===== config.mk =====
export PLATFORM = sky130hd
export DESIGN_NAME = cla_pipe_adder
export DESIGN_NICKNAME = d
export VERILOG_FILES = /design/src/rtl/cla_pipe_adder.sv
export SDC_FILE = /design/constraint.sdc
export NUM_CORES = 1
export LEC_CHECK = 0
export CAP_MARGIN = 10
export CORE_MARGIN = 2
export CORE_UTILIZATION = 35
export DETAILED_ROUTE_END_ITERATION = 10
export DONT_BUFFER_PORTS = 1
export PLACE_DENSITY = 0.54
export SETUP_SLACK_MARGIN = 0.5
export SYNTH_ARGS = -nofsm -noshare
export SYNTH_HDL_FRONTEND = slang
export SYNTH_SLANG_ARGS = --single-unit

===== constraint.sdc =====
create_clock -name clk -period 4.8 [get_ports clk]
set_input_delay 0.96 -clock clk [delete_from_list [all_inputs] [get_ports clk]]
set_output_delay 0.96 -clock clk [all_outputs]
set_load 0.05 [all_outputs]

===== src/rtl/cla_pipe_adder.sv =====
// ---------------------------------------------------------------------------
// cla_pipe_adder
//
// Pipelined carry-lookahead adder/subtractor. The operand is split into
// BLK-bit groups. Each group is resolved with full p/g lookahead in its own
// pipeline stage, and the group carry is registered between stages. The
// unprocessed upper operand bits and the finished lower sum bits travel with
// each beat, so every stage holds a self-contained beat.
//
// Pipeline layout (NSTG = WIDTH/BLK):
//   capture regs (index 0)  : operands conditioned for add/sub
//   stage k (k=0..NSTG-1)   : resolves bits [k*BLK +: BLK] from regs[k]
//                             and writes regs[k+1], or the output regs when
//                             k is the last stage
//   Latency from acceptance to out_valid is NSTG cycles.
//
// Handshake: a beat moves on a side when valid and ready are both high at
// the rising clock edge. The whole pipe advances together on
// en = !out_valid | out_ready. in_ready equals en and never depends on
// in_valid. When en is low, every register holds. An empty capture slot
// (in_valid low while en is high) is a bubble that flows through the pipe.
//
// Ports:
//   clk        rising-edge clock
//   rst        synchronous, active-high reset
//   in_valid   operand beat valid
//   in_ready   block accepts a beat this cycle
//   a, b       operands (WIDTH bits)
//   cin        carry-in, used in add mode only
//   sub        0: a+b+cin, 1: a-b
//   out_valid  result beat valid
//   out_ready  downstream accepts the result
//   sum        result, modulo 2^WIDTH
//   cout       carry out of the MSB (in sub mode 1 means no borrow)
//   ovf        two's-complement signed overflow
// ---------------------------------------------------------------------------
module cla_pipe_adder #(
    parameter int WIDTH = 16,
    parameter int BLK   = 4
) (
    input  logic             clk,
    input  logic             rst,
    input  logic             in_valid,
    output logic             in_ready,
    input  logic [WIDTH-1:0] a,
    input  logic [WIDTH-1:0] b,
    input  logic             cin,
    input  logic             sub,
    output logic             out_valid,
    input  logic             out_ready,
    output logic [WIDTH-1:0] sum,
    output logic             cout,
    output logic             ovf
);

    localparam int NSTG = WIDTH / BLK;

    generate
        if (BLK < 1 || (WIDTH % BLK) != 0) begin : g_bad_param
            $error("cla_pipe_adder: WIDTH must be a positive multiple of BLK");
        end
    endgenerate

    // Per-beat state entering each stage.
    logic             r_v [0:NSTG-1];
    logic [WIDTH-1:0] r_a [0:NSTG-1];
    logic [WIDTH-1:0] r_b [0:NSTG-1];   // b after add/sub conditioning
    logic [WIDTH-1:0] r_s [0:NSTG-1];   // sum bits finished so far
    logic             r_c [0:NSTG-1];   // carry into this stage's group

    // Output beat registers.
    logic             r_out_valid;
    logic [WIDTH-1:0] r_sum;
    logic             r_cout;
    logic             r_ovf;

    // Combinational result of each stage.
    logic [WIDTH-1:0] w_s_nxt [0:NSTG-1];
    logic             w_c_nxt [0:NSTG-1];
    logic             w_c_msb;          // carry into bit WIDTH-1
    logic             w_en;

    // AND of p[lo..hi]; an empty range (lo > hi) yields 1.
    function automatic logic grp_and(input logic [BLK-1:0] p,
                                     input int lo, input int hi);
        logic r;
        r = 1'b1;
        for (int m = 0; m < BLK; m++) begin
            if (m >= lo && m <= hi) begin
                r = r & p[m];
            end
        end
        return r;
    endfunction

    assign w_en      = !r_out_valid || out_ready;
    assign in_ready  = w_en;
    assign out_valid = r_out_valid;
    assign sum       = r_sum;
    assign cout      = r_cout;
    assign ovf       = r_ovf;

    // Group lookahead. Every internal carry is a flat sum of products of
    // the group's generate/propagate terms and the incoming group carry:
    //   c[i+1] = g[i] | p[i]g[i-1] | ... | p[i..0]c[0]
    // so no carry inside a group depends on another internal carry.
    always_comb begin
        logic [BLK-1:0] p;
        logic [BLK-1:0] g;
        logic [BLK:0]   c;
        p       = '0;
        g       = '0;
        c       = '0;
        w_c_msb = 1'b0;
        for (int k = 0; k < NSTG; k++) begin
            w_s_nxt[k] = r_s[k];
            w_c_nxt[k] = 1'b0;
        end
        for (int k = 0; k < NSTG; k++) begin
            p    = r_a[k][k*BLK +: BLK] ^ r_b[k][k*BLK +: BLK];
            g    = r_a[k][k*BLK +: BLK] & r_b[k][k*BLK +: BLK];
            c    = '0;
            c[0] = r_c[k];
            for (int i = 0; i < BLK; i++) begin
                c[i+1] = r_c[k] & grp_and(p, 0, i);
                for (int j = 0; j <= i; j++) begin
                    c[i+1] = c[i+1] | (g[j] & grp_and(p, j + 1, i));
                end
            end
            w_s_nxt[k][k*BLK +: BLK] = p ^ c[BLK-1:0];
            w_c_nxt[k]               = c[BLK];
            if (k == NSTG - 1) begin
                w_c_msb = c[BLK-1];
            end
        end
    end

    always_ff @(posedge clk) begin
        if (rst) begin
            for (int k = 0; k < NSTG; k++) begin
                r_v[k] <= 1'b0;
                r_a[k] <= '0;
                r_b[k] <= '0;
                r_s[k] <= '0;
                r_c[k] <= 1'b0;
            end
            r_out_valid <= 1'b0;
            r_sum       <= '0;
            r_cout      <= 1'b0;
            r_ovf       <= 1'b0;
        end else if (w_en) begin
            // Capture: subtraction is a + ~b + 1, so cin is ignored in sub.
            r_v[0] <= in_valid;
            r_a[0] <= a;
            r_b[0] <= sub ? ~b : b;
            r_c[0] <= sub ? 1'b1 : cin;
            r_s[0] <= '0;
            for (int k = 1; k < NSTG; k++) begin
                r_v[k] <= r_v[k-1];
                r_a[k] <= r_a[k-1];
                r_b[k] <= r_b[k-1];
                r_s[k] <= w_s_nxt[k-1];
                r_c[k] <= w_c_nxt[k-1];
            end
            r_out_valid <= r_v[NSTG-1];
            // Result data only changes for a real beat; a bubble leaves
            // the previous result on sum/cout/ovf.
            if (r_v[NSTG-1]) begin
                r_sum  <= w_s_nxt[NSTG-1];
                r_cout <= w_c_nxt[NSTG-1];
                r_ovf  <= w_c_nxt[NSTG-1] ^ w_c_msb;
            end
        end
    end

endmodule

==> qor_table.md <==
| Quantity | Reported |
|:---|:---|
| Outcome | finished, final reports clean |
| Share of async-settable or async-resettable flops after synthesis | 0% |
| Share of synthesized area occupied by flip-flops and latches | 68.3% |
| Count of hold buffers inserted by post-cts repair | 0 |
| Area share of the leading cell type in the synthesized netlist | 61.4% |
| Non-filler cells in the finished layout | 628 |
| Clock tree from TritonCTS | built |
| Worst EP arrival | 1.58 ns |
| Fillers | 1446 |
| Fmax | 394 MHz |
| DRC Markers | 0 |
| Area of the mapped netlist | 0.00548 mm² |
| Required time of the worst setup path | 3.84 ns |
| I/O Pins | 58 |
| Number of cell instances on the worst register-to-register path | 5 |
| Die outline height | 129 µm |
| Via density | 4.31 |
| Synth Instances | 401 |
| Actual transition at the worst max-transition pin | 0.623 ns |
| Hpwl dp | 4970 µm |
| Relative area change from synthesis to final layout | 15.5% |
| Total wirelength of the detailed-routed design | 7870 µm |
| Routability congestion estimate from global placement | 0.695 |
| Worst hold-check path type | reg2reg |
| Antenna violations before repair | 0 |
| Mean post-synth cell area | 13.7 µm² |
| Sinks on Clock Net | 131 |
| Unrepaired setup endpoints after global routing | false |
| Total Negative Setup Slacks | 0 ns |
| Startpoint of the most critical setup path | out_valid$_SDFFE_PP0N_ |
| Share of the cycle needed by the critical path after routing | 52.9% |
| Critical Setup Path Class | reg2out |
| Synth unique cells | 32 |
| Final count of pins violating max slew | 0 |
| Overall track demand over capacity in global routing | 10.6% |
| Starting utilization of the core area | 35.9% |
| DRT Pass-1 Iters | 4 |
| Post-cts sizing count | 0 |
| Count of synthesis-stage warnings from yosys | 0 |
| Crit-path max FO | 4 |
| Count of standard-cell rows | 45 |
| Register-to-register setup slack | 2.79 ns |
| Number of DRC markers after the initial detailed-route iteration | 154 |
| Count of flip-flops with a built-in enable after synthesis | 112 |
| Cts bufs inserted | 17 |
| Hold wc startpoint | r_s[3][3]$_SDFFCE_PN0P_ |
| Post-synth top area cell | edfxtp_1 |
| Clock slew at reported path FFs | 0.06 ns |
| Setup skew after layout | 0.00542 ns |
| Mapped Nets | 459 |
| H-tree depth | 4 |
| Peak ir drop on the vdd network | 338 µV |
| Core box area | 0.0153 mm² |
| Per-cell routed wire length | 12.5 µm |
| Cell types occupying the most area after synthesis | edfxtp_1 61%, and2_1 9.5%, dfxtp_1 6.9% |
| I/O Buffers | 0 |
| Total Die Area | 0.0167 mm² |
| Critical path startpoint category | flip-flop |
| Total power divided by cell area | 439 mW/mm² |
| Primary FF master, synth | edfxtp_1 |
| Commonest cells post-synth | 112 x edfxtp_1, 83 x and2_1, 41 x nor2_1, 26 x nand2_1, 23 x xnor2_1 |
| Flops & latches, synth | 131 |
| Worst r2r src | out_valid$_SDFFE_PP0N_ |
| Time the worst path needs with I/O delays and setup | 2.54 ns |
| Maximum buffer depth of the clock tree | 2 |
| Final net count | 462 |
| Cell total after placement | 595 |
| Count of antenna diodes in the layout | 0 |
| Reg2reg end | r_s[2][5]$_SDFFCE_PN0P_ |
| Final setup violation count | 0 |
| Antenna-violating nets left | 0 |
| Max-cap viol count | 0 |
| Hold endpoint | sum[3]$_SDFFE_PP0P_ |
| Count of endpoints failing hold in the final timing report | 0 |
| Vias in the first global route | 2716 |
| Endpoint type of the worst setup path | output port |
| Total via count in the routed design | 2705 |
| Number of cells traversed by the worst hold path | 2 |
| Fraction of final layout cells with drive strength greater than 1 | 10.6% |
| Worst slew slack as a fraction of its limit | 58.5% |
| Worst-skew pair later-pin latency | 0.41 ns |
| Most instantiated library cell after synthesis | edfxtp_1 |
| Setup repair bufs after CTS | 0 |
| Die W | 129 µm |
| Global-route wire length before repair | 13400 µm |
| Pin count of the biggest net entering global routing | 84 |
| Root buffer cell | clkbuf_16 |
| Global-route congestion overflow total | 0 |
| Reported leakage power | 0.00248 µW |
## registers in the layout, summed over array words and instances, names as in the netlist
signal	cells
r_v	4
r_s	24
r_c	4
r_b	40
ovf	1
sum	16
cout	1
r_a	40
out_valid	1
## worst max-delay path, cell delays in order (launching register included)
cell and delay [ns]:
dfxtp_1 0.63, nor2b_4 0.35, inv_2 0.19
## through the flow
stage	setup WS (ns)	util, %	area (µm²)	total power, µW	hold slack, ns
5_1_grt	2.20	41.5	6320	2890	0.530
3_5_place_dp	2.01	37.2	5680	1450	0.494
6_report	2.26	41.5	6320	2780	0.505
3_3_place_gp	2.11	37.2	5680	1440	0.498
4_1_cts	2.20	41.4	6310	2810	0.510
2_1_floorplan	1.53	-	5480	1420	0.471
## logic make-up after synthesis
logic type      count (synthesis)  share of synthesized area [%]
compound gates                 39                           4.48
xor+xnor                       23                           3.68
fa+ha+maj                      20                           5.12
buf+inv                        21                           1.87
flops                         131                           68.3
simple gates                  167                           16.5
## report_power, final
| group | switching (µW) | internal, µW |
|---|---|---|
| logic | 52.9 | 50.9 |
| registers | 22.9 | 1290 |
| clock network | 483 | 873 |
## layout by cell type (no fill, tap or decap), types with 4 or more instances in the layout
master,n
ha_1,16
nor2_1,40
a21oi_1,16
a211oi_1,8
clkbuf_16,17
o21ai_0,5
clkinvlp_4,4
nand2_1,26
and2_1,83
o21bai_1,4
edfxtp_1,112
inv_6,4
xnor2_1,23
dfxtp_1,19
bufinv_16,4
fa_1,4
## worst max-delay path by stage
stage	to	depth (start not counted)
after CTS	r_s[3][10]$_SDFFCE_PN0P_	4
after floorplan	r_a[0][0]$_SDFFCE_PN0P_	3
after global routing	in_ready	2
after global placement	r_s[1][2]$_SDFFCE_PN0P_	4
after detailed placement	r_s[3][10]$_SDFFCE_PN0P_	4
final	in_ready	2
## cell type report
type / count / area [µm²] / area share (%)
Inverter: 1 / 3.75 / 0.0593
Sequential cell: 131 / 3740 / 59.2
Clock buffer: 17 / 425 / 6.73
Tap cell: 211 / 264 / 4.17
Timing Repair Buffer: 4 / 37.5 / 0.593
Clock inverter: 15 / 204 / 3.22
Multi-Input combinational cell: 249 / 1650 / 26.0
## layer usage
layer	part of all wire (%)	track usage (%)
met1	50	14.5
met2	43	14.5
met3	5.5	4.05
met4	1.5	5.56
met5	0	0
Note: power is estimated with default switching activity, not from simulation.
